$ cat src/rtl/multiword_add_ctrl_pkg.sv
// rtl/multiword_add_ctrl_pkg.sv - shared slice width and sequencer state encoding
package adder_ctrl_pkg;

  // Width of one adder slice; operands are NUM_WORDS of these
  localparam int WORD_W = 16;

  typedef enum logic [1:0] {
    IDLE = 2'd0,
    ADD  = 2'd1,
    DONE = 2'd2
  } add_state_t;

endpackage

$ cat src/rtl/multiword_add_ctrl_if.sv
// rtl/multiword_add_ctrl_if.sv - host start/done bus of the multiword add sequencer
interface multiword_add_ctrl_if
  import adder_ctrl_pkg::*;
#(
  parameter int NUM_WORDS = 4
) ();

  localparam int W = WORD_W * NUM_WORDS;

  logic         start;
  logic         clear;
  logic [W-1:0] a_in;
  logic [W-1:0] b_in;
  logic         carry_in;
  logic         busy;
  logic         done;
  logic [W-1:0] result;
  logic         overflow;

  // Host side drives requests and operands, observes status and sum
  modport master (
    output start, clear, a_in, b_in, carry_in,
    input  busy, done, result, overflow
  );

  // Sequencer side
  modport slave (
    input  start, clear, a_in, b_in, carry_in,
    output busy, done, result, overflow
  );

endinterface

$ cat src/rtl/adder_16bit.sv
// rtl/adder_16bit.sv - one 16-bit unsigned adder slice with carry in/out
module adder_16bit
  import adder_ctrl_pkg::*;
(
  input  logic [WORD_W-1:0] a,
  input  logic [WORD_W-1:0] b,
  input  logic              carry_in,
  output logic [WORD_W-1:0] sum,
  output logic              overflow
);

  // Sum is one bit wider than a slice; the extra bit is the carry out
  assign {overflow, sum} = {1'b0, a} + {1'b0, b} + {{WORD_W{1'b0}}, carry_in};

endmodule

$ cat src/rtl/multiword_add_ctrl.sv
// rtl/multiword_add_ctrl.sv - wide add sequenced one 16-bit slice per clock on a single adder
module multiword_add_ctrl
  import adder_ctrl_pkg::*;
#(
  parameter int NUM_WORDS = 4
) (
  input  logic                 clk,
  input  logic                 n_rst,
  multiword_add_ctrl_if.slave  ctrl
);

  localparam int IDX_W = $clog2(NUM_WORDS);
  localparam logic [IDX_W-1:0] LAST_IDX = IDX_W'(NUM_WORDS - 1);

  add_state_t state;
  add_state_t state_nxt;

  // Operands and result viewed as arrays of slices so idx selects a slice directly
  logic [NUM_WORDS-1:0][WORD_W-1:0] a_reg;
  logic [NUM_WORDS-1:0][WORD_W-1:0] b_reg;
  logic [NUM_WORDS-1:0][WORD_W-1:0] result_reg;
  logic [IDX_W-1:0]                 idx;
  logic                             carry;
  logic                             overflow_reg;

  logic              accept;
  logic              step;
  logic              last;
  logic              busy;
  logic              done;
  logic [WORD_W-1:0] slice_sum;
  logic              slice_ovf;

  adder_16bit u_adder (
    .a        (a_reg[idx]),
    .b        (b_reg[idx]),
    .carry_in (carry),
    .sum      (slice_sum),
    .overflow (slice_ovf)
  );

  // State register
  always_ff @(posedge clk or negedge n_rst) begin
    if (!n_rst) state <= IDLE;
    else        state <= state_nxt;
  end

  // Next-state: clear always forces IDLE, otherwise walk IDLE -> ADD -> DONE -> IDLE
  always_comb begin
    state_nxt = state;
    case (state)
      IDLE:    if (accept) state_nxt = ADD;
      ADD:     if (last)   state_nxt = DONE;
      DONE:    state_nxt = IDLE;
      default: state_nxt = IDLE;
    endcase
    if (ctrl.clear) state_nxt = IDLE;
  end

  // Moore status plus the datapath strobes; clear suppresses both accept and step
  always_comb begin
    accept = 1'b0;
    step   = 1'b0;
    last   = 1'b0;
    busy   = 1'b0;
    done   = 1'b0;
    case (state)
      IDLE: accept = ctrl.start & ~ctrl.clear;
      ADD: begin
        busy = 1'b1;
        step = ~ctrl.clear;
        last = (idx == LAST_IDX);
      end
      DONE: begin
        busy = 1'b1;
        done = 1'b1;
      end
      default: ;
    endcase
  end

  // Datapath: latch operands on accept, then write one slice per ADD cycle
  always_ff @(posedge clk or negedge n_rst) begin
    if (!n_rst) begin
      a_reg        <= '0;
      b_reg        <= '0;
      result_reg   <= '0;
      idx          <= '0;
      carry        <= 1'b0;
      overflow_reg <= 1'b0;
    end else if (ctrl.clear) begin
      result_reg   <= '0;
      idx          <= '0;
      carry        <= 1'b0;
      overflow_reg <= 1'b0;
    end else if (accept) begin
      a_reg        <= ctrl.a_in;
      b_reg        <= ctrl.b_in;
      carry        <= ctrl.carry_in;
      result_reg   <= '0;
      idx          <= '0;
      overflow_reg <= 1'b0;
    end else if (step) begin
      result_reg[idx] <= slice_sum;
      carry           <= slice_ovf;
      if (last) overflow_reg <= slice_ovf;
      else      idx          <= idx + 1'b1;
    end
  end

  assign ctrl.busy     = busy;
  assign ctrl.done     = done;
  assign ctrl.result   = result_reg;
  assign ctrl.overflow = overflow_reg;

endmodule
$ cat src/flat_wrapper.sv
// flat-port wrapper written by rule: the top's interface ports become plain ports
module multiword_add_ctrl_flat import adder_ctrl_pkg::*;
#(
  parameter int NUM_WORDS = 4
)
  (clk, n_rst, ctrl_start, ctrl_clear, ctrl_a_in, ctrl_b_in, ctrl_carry_in, ctrl_busy, ctrl_done, ctrl_result, ctrl_overflow);
  multiword_add_ctrl_if #(.NUM_WORDS(NUM_WORDS)) ctrl_i ();
  input  logic clk;
  input  logic n_rst;
  input wire logic [$bits(ctrl_i.start)-1:0] ctrl_start;
  input wire logic [$bits(ctrl_i.clear)-1:0] ctrl_clear;
  input wire logic [$bits(ctrl_i.a_in)-1:0] ctrl_a_in;
  input wire logic [$bits(ctrl_i.b_in)-1:0] ctrl_b_in;
  input wire logic [$bits(ctrl_i.carry_in)-1:0] ctrl_carry_in;
  output wire logic [$bits(ctrl_i.busy)-1:0] ctrl_busy;
  output wire logic [$bits(ctrl_i.done)-1:0] ctrl_done;
  output wire logic [$bits(ctrl_i.result)-1:0] ctrl_result;
  output wire logic [$bits(ctrl_i.overflow)-1:0] ctrl_overflow;
  assign ctrl_i.start = ctrl_start;
  assign ctrl_i.clear = ctrl_clear;
  assign ctrl_i.a_in = ctrl_a_in;
  assign ctrl_i.b_in = ctrl_b_in;
  assign ctrl_i.carry_in = ctrl_carry_in;
  assign ctrl_busy = ctrl_i.busy;
  assign ctrl_done = ctrl_i.done;
  assign ctrl_result = ctrl_i.result;
  assign ctrl_overflow = ctrl_i.overflow;
  multiword_add_ctrl #(.NUM_WORDS(NUM_WORDS)) u_core (.clk(clk), .n_rst(n_rst), .ctrl(ctrl_i));
endmodule
$ cat config.mk
export PLATFORM = sky130hd
export DESIGN_NAME = multiword_add_ctrl_flat
export DESIGN_NICKNAME = d
export VERILOG_FILES = /design/src/rtl/multiword_add_ctrl_pkg.sv /design/src/rtl/multiword_add_ctrl_if.sv /design/src/rtl/adder_16bit.sv /design/src/rtl/multiword_add_ctrl.sv /design/src/flat_wrapper.sv
export SDC_FILE = /design/constraint.sdc
export NUM_CORES = 1
export LEC_CHECK = 0
export ABC_AREA = 1
export CAP_MARGIN = 20
export CORE_UTILIZATION = 46
export CTS_BUF_LIST = sky130_fd_sc_hd__clkbuf_2 sky130_fd_sc_hd__clkbuf_4 sky130_fd_sc_hd__clkbuf_8
export DETAILED_ROUTE_END_ITERATION = 6
export PLACE_DENSITY = 0.7
export SYNTH_ARGS = -nofsm -noshare
export SYNTH_HDL_FRONTEND = slang
export SYNTH_SLANG_ARGS = --single-unit
$ cat constraint.sdc
create_clock -name clk -period 4.8 [get_ports clk]
set_clock_uncertainty 0.2 [all_clocks]
set_input_delay 1.44 -clock clk [delete_from_list [all_inputs] [get_ports clk]]
set_output_delay 1.44 -clock clk [all_outputs]
set_load 0.005 [all_outputs]
==> metrics.yaml, run 1 <==
floorplanning:
  fp.coreArea_sq_um: 19800
  fp-row-count: 51
  die_w_microns: 145
  start_util_pct: 47.5
  die_area_sq_um: 21000
  io_pins: 200
  die_h_microns: 145
global_routing:
  grt_pass1_wl_microns: 41300
  grt_max_degree: 129
  grt.overflow.total: 0
  grt_pass1_vias: 8083
  antenna_found_initial: 0
  grt_use_total_pct: 24.9
detailed_routing:
  ant_nets: 0
  drc: 0
  viasPerCell: 5.02
  routedWlPerCell_microns: 15.1
  wl_microns: 25100
  drt_pass1_iterations: 5
  via_count: 8364
  drt-initial-drc-count: 489
clocking:
  cts.sinks: 198
  cts_root_buf: "clkbuf_8"
  insertion_delay_ns: 0.48
  htreeDepth: 4
  cts_tree: "yes"
  cts_hold_buf: 0
  clk_pin_slew_ns: 0.09
  clockBufferDepth: 2
  cts_buffers: 17
  cts_setup_buffers: 0
  cts_resized: 0
job:
  drv_cap: 0
layout:
  fillers: 1881
  register_area_sq_um: 4960
  num_antenna_cells: 0
  fin_nets: 1545
  drive_gt1_share_pct: 4.14
  area_growth_pct: 27.7
  design_area_sq_um: 12000
  multi_input_area_sq_um: 3950
synthesis:
  synth_area_sq_um: 9410
  ys_ff_latch: 198
  ys_types: 26
  synth.net_count: 1371
  netlist_instances: 1213
  yosys_warnings: 0
  avgSynthCellArea_sq_um: 7.75
  synth_seq_area_share_pct: 52.7
sta:
  rsz0062_at_grt: "no"
  setup_violations: 0
  maxSlewHeadroom_pct: 54.5
  fmaxAchievable_ghz: 0.296
  drv_slew: 0
  finalHoldViolations: 0
  finalCritPeriodShare_pct: 70.3
  hold_slack_ns: 0.275
  min_period_ns: 3.37
  tightest_slew_ns: 0.682
  setup_tns_ns: 0
placed_design:
  dpl.hpwl_microns: 18300
  portBuffers: 199
  place_congestion: 0.907
  dpl_cell_area_sq_um: 11600
setup_path:
  worstPathArrival_ns: 3.53
  cp-end-kind: "flip-flop"
  startpoint_type: "flip-flop"
  crit_required_ns: 4.95
  crit_type: "flip-flop to flip-flop"
  cp_max_fo: 66
run_status:
  status: "finished clean"
power:
  powerDensity_nw_per_um2: 667
  ir_drop_v: 0.000362
  p_leak_nw: 6.17
hold_path:
  hp-class: "flip-flop to flip-flop"
## cells in the final DEF, fill, tap and decap left out, types with 2 or more instances in the layout
cell type and count:
a21oi_1 9, a32oi_1 2, buf_12 4, buf_4 5, bufinv_16 2, clkbuf_8 20, clkdlybuf4s50_1 198, clkinv_1 2
clkinv_4 2, clkinvlp_4 5, dfrtp_1 197, fa_1 2, ha_1 23, inv_1 54, inv_2 9, inv_6 2
nand2_1 597, nand2_2 2, nand3_1 47, nand3b_1 2, nor2_1 74, nor2_4 2, nor3_1 3, o21ai_0 92
o22ai_1 31, xnor2_1 3, xor2_1 3
## per-stage QoR
| step | worst slack, ns | util, % | std cells | power (mW) |
|---|---|---|---|---|
| after floorplan | 1.89 | - | 1213 | 5.44 |
| after global routing | 1.14 | 60.7 | 1665 | 8.70 |
| final | 1.43 | 60.7 | 1665 | 8.01 |
| after detailed placement | 1.32 | 58.6 | 1633 | 6.91 |
| after CTS | 1.41 | 60.7 | 1665 | 8.03 |
| after global placement | 1.37 | 58.6 | 1633 | 6.85 |
## logic make-up after synthesis
kind of cell / share of synthesized area [%]
adder cells (fa/ha/maj): 3.49
XOR/XNOR: 0.559
flip-flops: 52.7
AO/OA/AOI/OAI: 7.80
buffers and inverters: 5.37
AND/OR/NAND/NOR: 30.1
## critical path, cell delays in order, from the launching register on
cell and delay [ns]:
dfrtp_2 0.37, buf_4 0.53, o21ai_0 0.20, o22ai_1 0.35, fa_1 0.29, inv_1 0.06
fa_1 0.39, inv_1 0.08, nand3_1 0.06, nand3_1 0.13, nand2_1 0.07, nand2_1 0.07
xor2_1 0.30, o21ai_0 0.13
## final cells by class
cell class / instances / area share (%)
multi-input cells: 896 / 32.9
well taps: 265 / 2.76
clock inverters: 12 / 1.20
clock buffers: 20 / 2.24
flip-flops and latches: 198 / 41.3
inverters: 66 / 2.08
repair buffers: 208 / 17.6
## layer usage
layer | part of all wire, % | wire, microns | global-route usage, % | up-vias
li1 | - | - | - | 4149
met1 | 45 | 11300 | 34.8 | 3871
met2 | 47 | 11800 | 38.9 | 302
met3 | 5.6 | 1410 | 4.47 | 42
met4 | 2.5 | 635 | 8.51 | 0
met5 | 0 | 0 | 0 | -
## final timing paths
| kind | start | endpoint | slack, ns | cells past startpoint |
|---|---|---|---|---|
| max in group asynchronous | n_rst | u_core.ctrl.result[45] | 2.62 | 2 |
| hold / removal | u_core.b_reg[18] | u_core.b_reg[18] | 0.27 | 2 |
| setup / recovery | u_core.idx[0] | u_core.ctrl.result[40] | 1.43 | 13 |
| min in group asynchronous | n_rst | u_core.state[1] | 0.80 | 1 |
| setup reg to reg | u_core.idx[0] | u_core.ctrl.result[40] | 1.43 | 13 |
| hold reg to reg | u_core.b_reg[18] | u_core.b_reg[18] | 0.27 | 2 |
## power by group
group / switching (mW) / internal [mW]
clock: 0.603 / 0.504
combinational: 2.79 / 1.45
sequential: 0.360 / 2.30
## Yosys cell counts
cell type  count  area (sq um)
nand4_1        1          6.26
buf_2         29           145
inv_2          8          30.0
ha_1          23           288
clkinv_1       2          7.51
buf_4          6          45.0
nand2_2        2          12.5
dfrtp_1      198          4950
clkbuf_1      18          67.6
a21oi_1        9          45.0
a22o_1         1          8.76
xor2_1         3          26.3
a32oi_1        2          17.5
nand3_1       47           235
o21ai_0       92           460
inv_1         56           210
xnor2_1        3          26.3
nor2_1        74           278
nand2_1      597          2240
fa_1           2          40.0
nor2_4         2          22.5
or2_2          1          6.26
nor3_1         3          15.0
o22ai_1       31           194
nand3b_1       2          15.0
a211oi_1       1          7.51
Note: power is estimated with default switching activity, not from simulation.
==> inputs of run 2 (changes only) <==
--- a/config.mk
+++ b/config.mk
@@ -10,7 +10,7 @@
 export CORE_UTILIZATION = 46
 export CTS_BUF_LIST = sky130_fd_sc_hd__clkbuf_2 sky130_fd_sc_hd__clkbuf_4 sky130_fd_sc_hd__clkbuf_8
 export DETAILED_ROUTE_END_ITERATION = 6
-export PLACE_DENSITY = 0.7
+export PLACE_DENSITY = 0.73
 export SYNTH_ARGS = -nofsm -noshare
 export SYNTH_HDL_FRONTEND = slang
 export SYNTH_SLANG_ARGS = --single-unit
==> constraint.sdc (replaced) <==
create_clock -name clk -period 3 [get_ports clk]
set_clock_uncertainty 0.2 [all_clocks]
set_input_delay 0.9 -clock clk [delete_from_list [all_inputs] [get_ports clk]]
set_output_delay 0.9 -clock clk [all_outputs]
set_load 0.005 [all_outputs]
==> run 2 against run 1 <==
Compared with the run above:
- non-clock buffer count up 29
- maximum frequency is 18% higher
- total power up 70%
- wire length increased by 3.4%
- flip-flop and latch count did not move
- sequential power up 63%
- clock power increased by 59%
- die area is the same
- highest routed layer unchanged
- global-route usage rose by 0.74 points
- final cell count rose by 1.7%
- count of clock-buffer cells in the layout stayed put
==> metrics.yaml, run 2 (synthesis results as in run 1) <==
run_status:
  status: "finished clean"
floorplanning:
  fp.coreArea_sq_um: 19800  # unchanged
  die_area_sq_um: 21000  # unchanged
  die_w_microns: 145  # unchanged
  fp-row-count: 51  # unchanged
  die_h_microns: 145  # unchanged
  io_pins: 200  # unchanged
  start_util_pct: 47.5  # unchanged
layout:
  drive_gt1_share_pct: 6.86  # +2.7 points
  num_antenna_cells: 0  # unchanged
  final_common_cell: "nand2_1"
  fin_nets: 1574  # +1.9%
  finish.utilization_pct: 62.4  # +1.6 points
  layout_common_cells: "596 x nand2_1, 198 x clkdlybuf4s50_1, 197 x dfrtp_1"
  area_growth_pct: 31.1
power:
  ir_drop_v: 0.000580  # +60%
  powerDensity_nw_per_um2: 1100  # +66%
  p_leak_nw: 6.35  # +3.0%
setup_path:
  worstPathArrival_ns: 3.03  # -0.50 ns
  crit_type: "flip-flop to flip-flop"
  cp_max_fo: 24  # -64%
  cpPeakStageDelay_ns: 0.48  # -0.05 ns
  cp-end-kind: "flip-flop"
  startpoint_type: "flip-flop"
  cp_num_buf_inv: 3  # unchanged
  path_cells: "inv_4 -> buf_12 -> o21ai_0 -> o22ai_2 -> ha_1 -> nand2_1 -> inv_1 -> a21oi_1 -> nand2_1 -> nand2_1 -> nand3_1 -> nand3_1 -> nand2_1"
  crit_slowest_cell: "dfrtp_2"
  cp_top_family: "simple AND/OR/NAND/NOR gates"
  crit_required_ns: 3.16  # -1.79 ns
  crit_top_cell: "nand2_1"
detailed_routing:
  top_layer: "met4"
  wl_microns: 26000  # +3.4%
  via_count: 8650  # +3.4%
  drt-initial-drc-count: 674  # +38%
  met3_length_microns: 1630  # +16%
  met1Wirelength_microns: 11700  # +3.4%
  routedWlPerCell_microns: 15.3  # +1.6%
  drc: 0  # unchanged
  ant_nets: 0  # unchanged
  drt_pass1_iterations: 5  # unchanged
  wl_met2_microns: 12200  # +3.7%
  viasPerCell: 5.11  # +1.6%
sta:
  setup_violations: 0  # unchanged
  fmaxAchievable_ghz: 0.349  # +18%
  finalCritPeriodShare_pct: 95.4  # +25 points
  hold_slack_ns: 0.168  # -0.107 ns
  finalWorstSetupSlack_ns: 0.137  # -1.29 ns
  min_period_ns: 2.86  # -0.510 ns
  tightest_slew_ns: 0.466  # -0.216 ns
  rsz0062_at_grt: "yes"
  finalHoldViolations: 0  # unchanged
  drv_slew: 0  # unchanged
  maxSlewHeadroom_pct: 68.9  # +14 points
global_routing:
  grt_use_total_pct: 25.6  # +0.74 points
  grt_pass1_wl_microns: 42800  # +3.5%
  grt_max_degree: 110  # -15%
  antenna_found_initial: 0  # unchanged
  grt.overflow.total: 0  # unchanged
  grt_pass1_vias: 8254  # +2.1%
placed_design:
  place_congestion: 0.927  # +2.2%
  pre_cts_slack_ns: 0.111  # -1.21 ns
  portBuffers: 199  # unchanged
  dpl.hpwl_microns: 19200  # +5.0%
clocking:
  insertion_delay_ns: 0.46  # -0.02 ns
  cts_buffers: 17  # unchanged
  cts_hold_buf: 0  # unchanged
  clk_pin_slew_ns: 0.10  # about the same
  clockBufferDepth: 2  # unchanged
  cts.sinks: 198  # unchanged
  htreeDepth: 4  # unchanged
  cts_root_buf: "clkbuf_8"
  cts_tree: "yes"
job:
  drv_cap: 0  # unchanged
hold_path:
  hp-class: "input port to async pin"
-- run 2: power breakdown --
| part | internal (mW) | switching, mW |
|---|---|---|
| sequential | 3.68 | 0.642 |
| clock | 0.808 | 0.960 |
| combinational | 2.88 | 4.64 |
| total | 7.37 | 6.24 |
-- run 2: what timing repair did --
item	in CTS	in global routing
setup buffers	0	2
setup endpoints to repair	0	39
hold endpoints to repair	0	0
resized for setup	0	20
-- run 2: worst register-to-register path, stage by stage (launching register included) --
cell and delay (ns):
dfrtp_2 0.48, inv_4 0.10, buf_12 0.17, o21ai_0 0.29, o22ai_2 0.16, ha_1 0.38, nand2_1 0.12, inv_1 0.06
a21oi_1 0.14, nand2_1 0.12, nand2_1 0.09, nand3_1 0.21, nand3_1 0.18, nand2_1 0.05
-- run 2: final cells by class --
class / count / area (sq um)
inverter: 66 / 255
clock buffer: 20 / 269
fill: 1718 / 7450
sequential: 198 / 4960
tap: 265 / 332
clock inverter: 12 / 139
timing repair buffer: 237 / 2390
multi-input combinational: 896 / 4000
-- run 2: path summary, 6_finish.rpt --
path,from,endpoint,slack [ns],cells after the start
setup / recovery,u_core.idx[0],u_core.ctrl.result[11],0.14,13
hold / removal,n_rst,u_core.ctrl.result[0],0.17,1
setup reg to reg,u_core.idx[0],u_core.ctrl.result[11],0.14,13
hold reg to reg,u_core.b_reg[20],u_core.b_reg[20],0.27,2
max in group asynchronous,n_rst,u_core.b_reg[13],1.73,2
min in group clk,u_core.b_reg[20],u_core.b_reg[20],0.27,2
-- run 2: per-stage QoR --
stage / power (mW) / cells / TNS (ns) / area [sq um]
floorplan: 8.70 / 1213 / 0 / 9410
global placement: 11.5 / 1660 / 0 / 11800
detailed placement: 11.6 / 1660 / 0 / 11800
CTS: 13.4 / 1692 / 0 / 12200
global route: 14.8 / 1694 / -0.274 / 12300
finish: 13.6 / 1694 / 0 / 12300
-- run 2: layer usage --
metal / track usage (%) / up-vias
li1: - / 4208
met1: 35.5 / 4067
met2: 41.0 / 348
met3: 5.03 / 27
met4: 6.76 / 0
met5: 0 / -
==> inputs of run 3 (changes only) <==
--- a/config.mk
+++ b/config.mk
@@ -10,7 +10,9 @@
 export CORE_UTILIZATION = 46
 export CTS_BUF_LIST = sky130_fd_sc_hd__clkbuf_2 sky130_fd_sc_hd__clkbuf_4 sky130_fd_sc_hd__clkbuf_8
 export DETAILED_ROUTE_END_ITERATION = 6
-export PLACE_DENSITY = 0.73
+export MAX_ROUTING_LAYER = met4
+export PLACE_DENSITY = 0.72
 export SYNTH_ARGS = -nofsm -noshare
 export SYNTH_HDL_FRONTEND = slang
+export SYNTH_HIERARCHICAL = 1
 export SYNTH_SLANG_ARGS = --single-unit
==> run 3 against run 2 <==
Compared with the run above:
- largest power group unchanged
- final area rose by 5.4%
- sequential power fell by 21%
- critical path depth rose by 5
- clock power fell by 6%
==> metrics.yaml, run 3 <==
detailed_routing:
  ant_nets: 0  # unchanged
  viasPerCell: 4.93  # -3.4%
  routedWlPerCell_microns: 15.5  # +1.2%
  drc: 0  # unchanged
  drt-initial-drc-count: 626  # -7.1%
  via_count: 8857  # +2.4%
  drt_pass1_iterations: 5  # unchanged
  wl_microns: 27800  # +7.3%
setup_path:
  crit_path_start: "u_core/idx[0]"
  crit_required_ns: 3.23  # +0.07 ns
  crit_top_cell: "nand2_1"
  r2r_cells: 18  # +5
  startpoint_type: "flip-flop"
  r2r-start: "u_core/idx[0]"
  worstSetupEndpoint: "u_core/ctrl.result[44]"
  worstPathArrival_ns: 3.11  # +0.08 ns
  path_cells: "clkinv_4 -> buf_12 -> o211ai_1 -> nand2_1 -> ha_4 -> buf_4 -> nand2_1 -> inv_2 -> nand2_1 -> nand2_1 -> nand2_1 -> nand3_2 -> nand2_1 -> nand2_1 -> inv_1 -> o21ai_0 -> nand2_1 -> inv_1"
  cp_max_fo: 12  # -50%
  crit_slowest_cell: "dfrtp_2"
  crit_type: "flip-flop to flip-flop"
  cpPeakStageDelay_ns: 0.43  # -0.05 ns
  r2r_end: "u_core/ctrl.result[44]"
  r2r_slack_ns: 0.12  # about the same
  cp-end-kind: "flip-flop"
global_routing:
  grt_pass1_vias: 8682  # +5.2%
  grt.overflow.total: 0  # unchanged
  antenna_found_initial: 0  # unchanged
  grt_use_total_pct: 26.8  # +1.2 points
  grt_pass1_wl_microns: 44400  # +3.9%
  grt_max_degree: 67  # -39%
layout:
  design_area_sq_um: 13000  # +5.4%
  area_growth_pct: 29.0
  layout_common_cells: "568 x nand2_1, 198 x clkdlybuf4s50_1, 197 x dfrtp_1"
  finish.utilization_pct: 61.1  # -1.3 points
  drive_gt1_share_pct: 8.15  # +1.3 points
  fin_nets: 1666  # +5.8%
  final_common_cell: "nand2_1"
  fin_cells: 1796  # +6.0%
  num_antenna_cells: 0  # unchanged
sta:
  rsz0062_at_grt: "yes"
  drv_slew: 0  # unchanged
  hold_slack_ns: 0.195  # +0.0272 ns
  fmaxAchievable_ghz: 0.348  # -0.48%
  min_period_ns: 2.88  # +0.0138 ns
  maxSlewHeadroom_pct: 61.3  # -7.6 points
  setup_violations: 0  # unchanged
  finalCritPeriodShare_pct: 95.9  # +0.46 points
  setup_tns_ns: 0  # unchanged
  finalHoldViolations: 0  # unchanged
  tightest_slew_ns: 0.578  # +0.112 ns
synthesis:
  ys_ff_latch: 198  # unchanged
  synth_area_leader_cell: "dfrtp_1"
  netlist_instances: 1318  # +8.7%
  synth.most_common_cell: "nand2_1"
  synth_seq_area_share_pct: 49.1  # -3.5 points
  avgSynthCellArea_sq_um: 7.65  # -1.3%
  synth_top_area_share_pct: 49.1  # -3.5 points
  async_flop_share_pct: 100  # unchanged
  netlist_top_cells_count: "573 x nand2_1, 198 x dfrtp_1, 185 x inv_1"
  ys.flop_type: "dfrtp_1"
  synth.net_count: 1476  # +7.7%
  yosys_warnings: 6  # +6
  synth_edf_count: 0  # unchanged
  ys_types: 30  # +15%
  synth.area.top_cells: "dfrtp_1 49%, nand2_1 21%, inv_1 6.9%"
  synth_area_sq_um: 10100  # +7.2%
floorplanning:
  die_area_sq_um: 22500  # +7.1%
  die_w_microns: 150  # +3.5%
  fp.coreArea_sq_um: 21300  # +7.6%
  fp-row-count: 53  # +3.9%
  die_h_microns: 150  # +3.5%
  io_pins: 200  # unchanged
  start_util_pct: 47.4  # -0.18 points
placed_design:
  portBuffers: 199  # unchanged
  dpl.hpwl_microns: 20800  # +8.3%
  dp_cells: 1760  # +6.0%
  dpl_cell_area_sq_um: 12400  # +5.1%
  place_congestion: 0.895  # -3.4%
hold_path:
  hp-class: "input port to async pin"
clocking:
  cts_root_buf: "clkbuf_8"
  clockBufferDepth: 2  # unchanged
  insertion_delay_ns: 0.48  # +0.02 ns
  cts_buffers: 17  # unchanged
  cts_tree: "yes"
  clk_pin_slew_ns: 0.11  # about the same
  cts.sinks: 198  # unchanged
  htreeDepth: 4  # unchanged
power:
  powerDensity_nw_per_um2: 683  # -38%
  ir_drop_v: 0.000333  # -43%
  p_leak_nw: 6.90  # +8.7%
job:
  drv_cap: 0  # unchanged
run_status:
  status: "finished clean"
## run 3: changes by cell type in the layout (fill, tap and decap cells not counted), sizes merged, moves of 3 or more
cell,previous run,this run
o21ai,92,128
o211ai,0,64
o22ai,31,0
nor2,76,11
nand2,599,583
xor2,3,6
a21boi,0,3
inv,68,198
nand3,47,18
## run 3: cells by family (layout without fill, tap and decap cells)
| family | Yosys count | count (layout) | share of synthesized area, % |
|---|---|---|---|
| AO/OA/AOI/OAI | 204 | 204 | 11.9 |
| XOR/XNOR | 7 | 7 | 0.608 |
| adder cells (fa/ha/maj) | 25 | 25 | 3.25 |
| buffers and inverters | 260 | 463 | 10.8 |
| flip-flops | 198 | 198 | 49.1 |
| AND/OR/NAND/NOR | 624 | 624 | 24.3 |
## run 3: worst min-delay path by stage
stage	cells after the start	slack, ns	endpoint
after global routing	1	0.22	u_core/a_reg[38]
after CTS	1	0.21	u_core/a_reg[38]
after global placement	2	0.26	u_core/b_reg[57]
final	1	0.19	u_core/a_reg[38]
after detailed placement	2	0.27	u_core/a_reg[60]
after floorplan	2	0.25	u_core/a_reg[16]
## run 3: power by group
part / switching, mW / internal [mW] / leakage (nW) / total [mW]
combinational: 2.37 / 1.41 / 4.16 / 3.78
clock: 1.04 / 0.613 / 0.187 / 1.66
sequential: 0.246 / 3.20 / 2.56 / 3.44
## run 3: cell type report
class | count | area (sq um)
Timing Repair inverter | 1 | 5.00
Clock buffer | 17 | 234
Sequential cell | 198 | 4960
Fill cell | 1892 | 8280
Inverter | 191 | 728
Multi-Input combinational cell | 860 | 4170
Timing Repair Buffer | 239 | 2430
Clock inverter | 15 | 138
Tap cell | 275 | 344
## run 3: per-layer routing
layer  up-vias  global-route usage [%]  routed length [microns]
li1       4436                       -                        -
met1      4082                    34.6                    12500
met2       292                    41.6                    13000
met3        47                    4.88                     1530
met4         0                    10.8                      816
met5         -                       -                        0
## run 3: timing repair
action | 4_1_cts | 5_1_grt
gates resized for setup | 1 | 47
buffers inserted | 0 | 2
gates cloned | 0 | 2
pin swaps | 2 | 14
hold buffers | 0 | 0
setup endpoints to repair | 14 | 50
## run 3: critical path, delay by kind of cell (launching register included)
| family | cells | cell delay (ns) |
|---|---|---|
| and+or+nand+nor | 9 | 0.77 |
| buffers and inverters | 6 | 0.59 |
| AOI/OAI and AO/OA | 2 | 0.53 |
| DFF | 1 | 0.43 |
| adders and majority gates | 1 | 0.31 |
## run 3: metrics by stage
stage / total power, mW / setup slack [ns]
after global routing: 9.53 / -0.0291
final: 8.88 / 0.123
after detailed placement: 7.03 / -0.0254
after floorplan: 5.66 / 0.0409
after global placement: 6.96 / 0.0203
after CTS: 8.69 / 0.00719
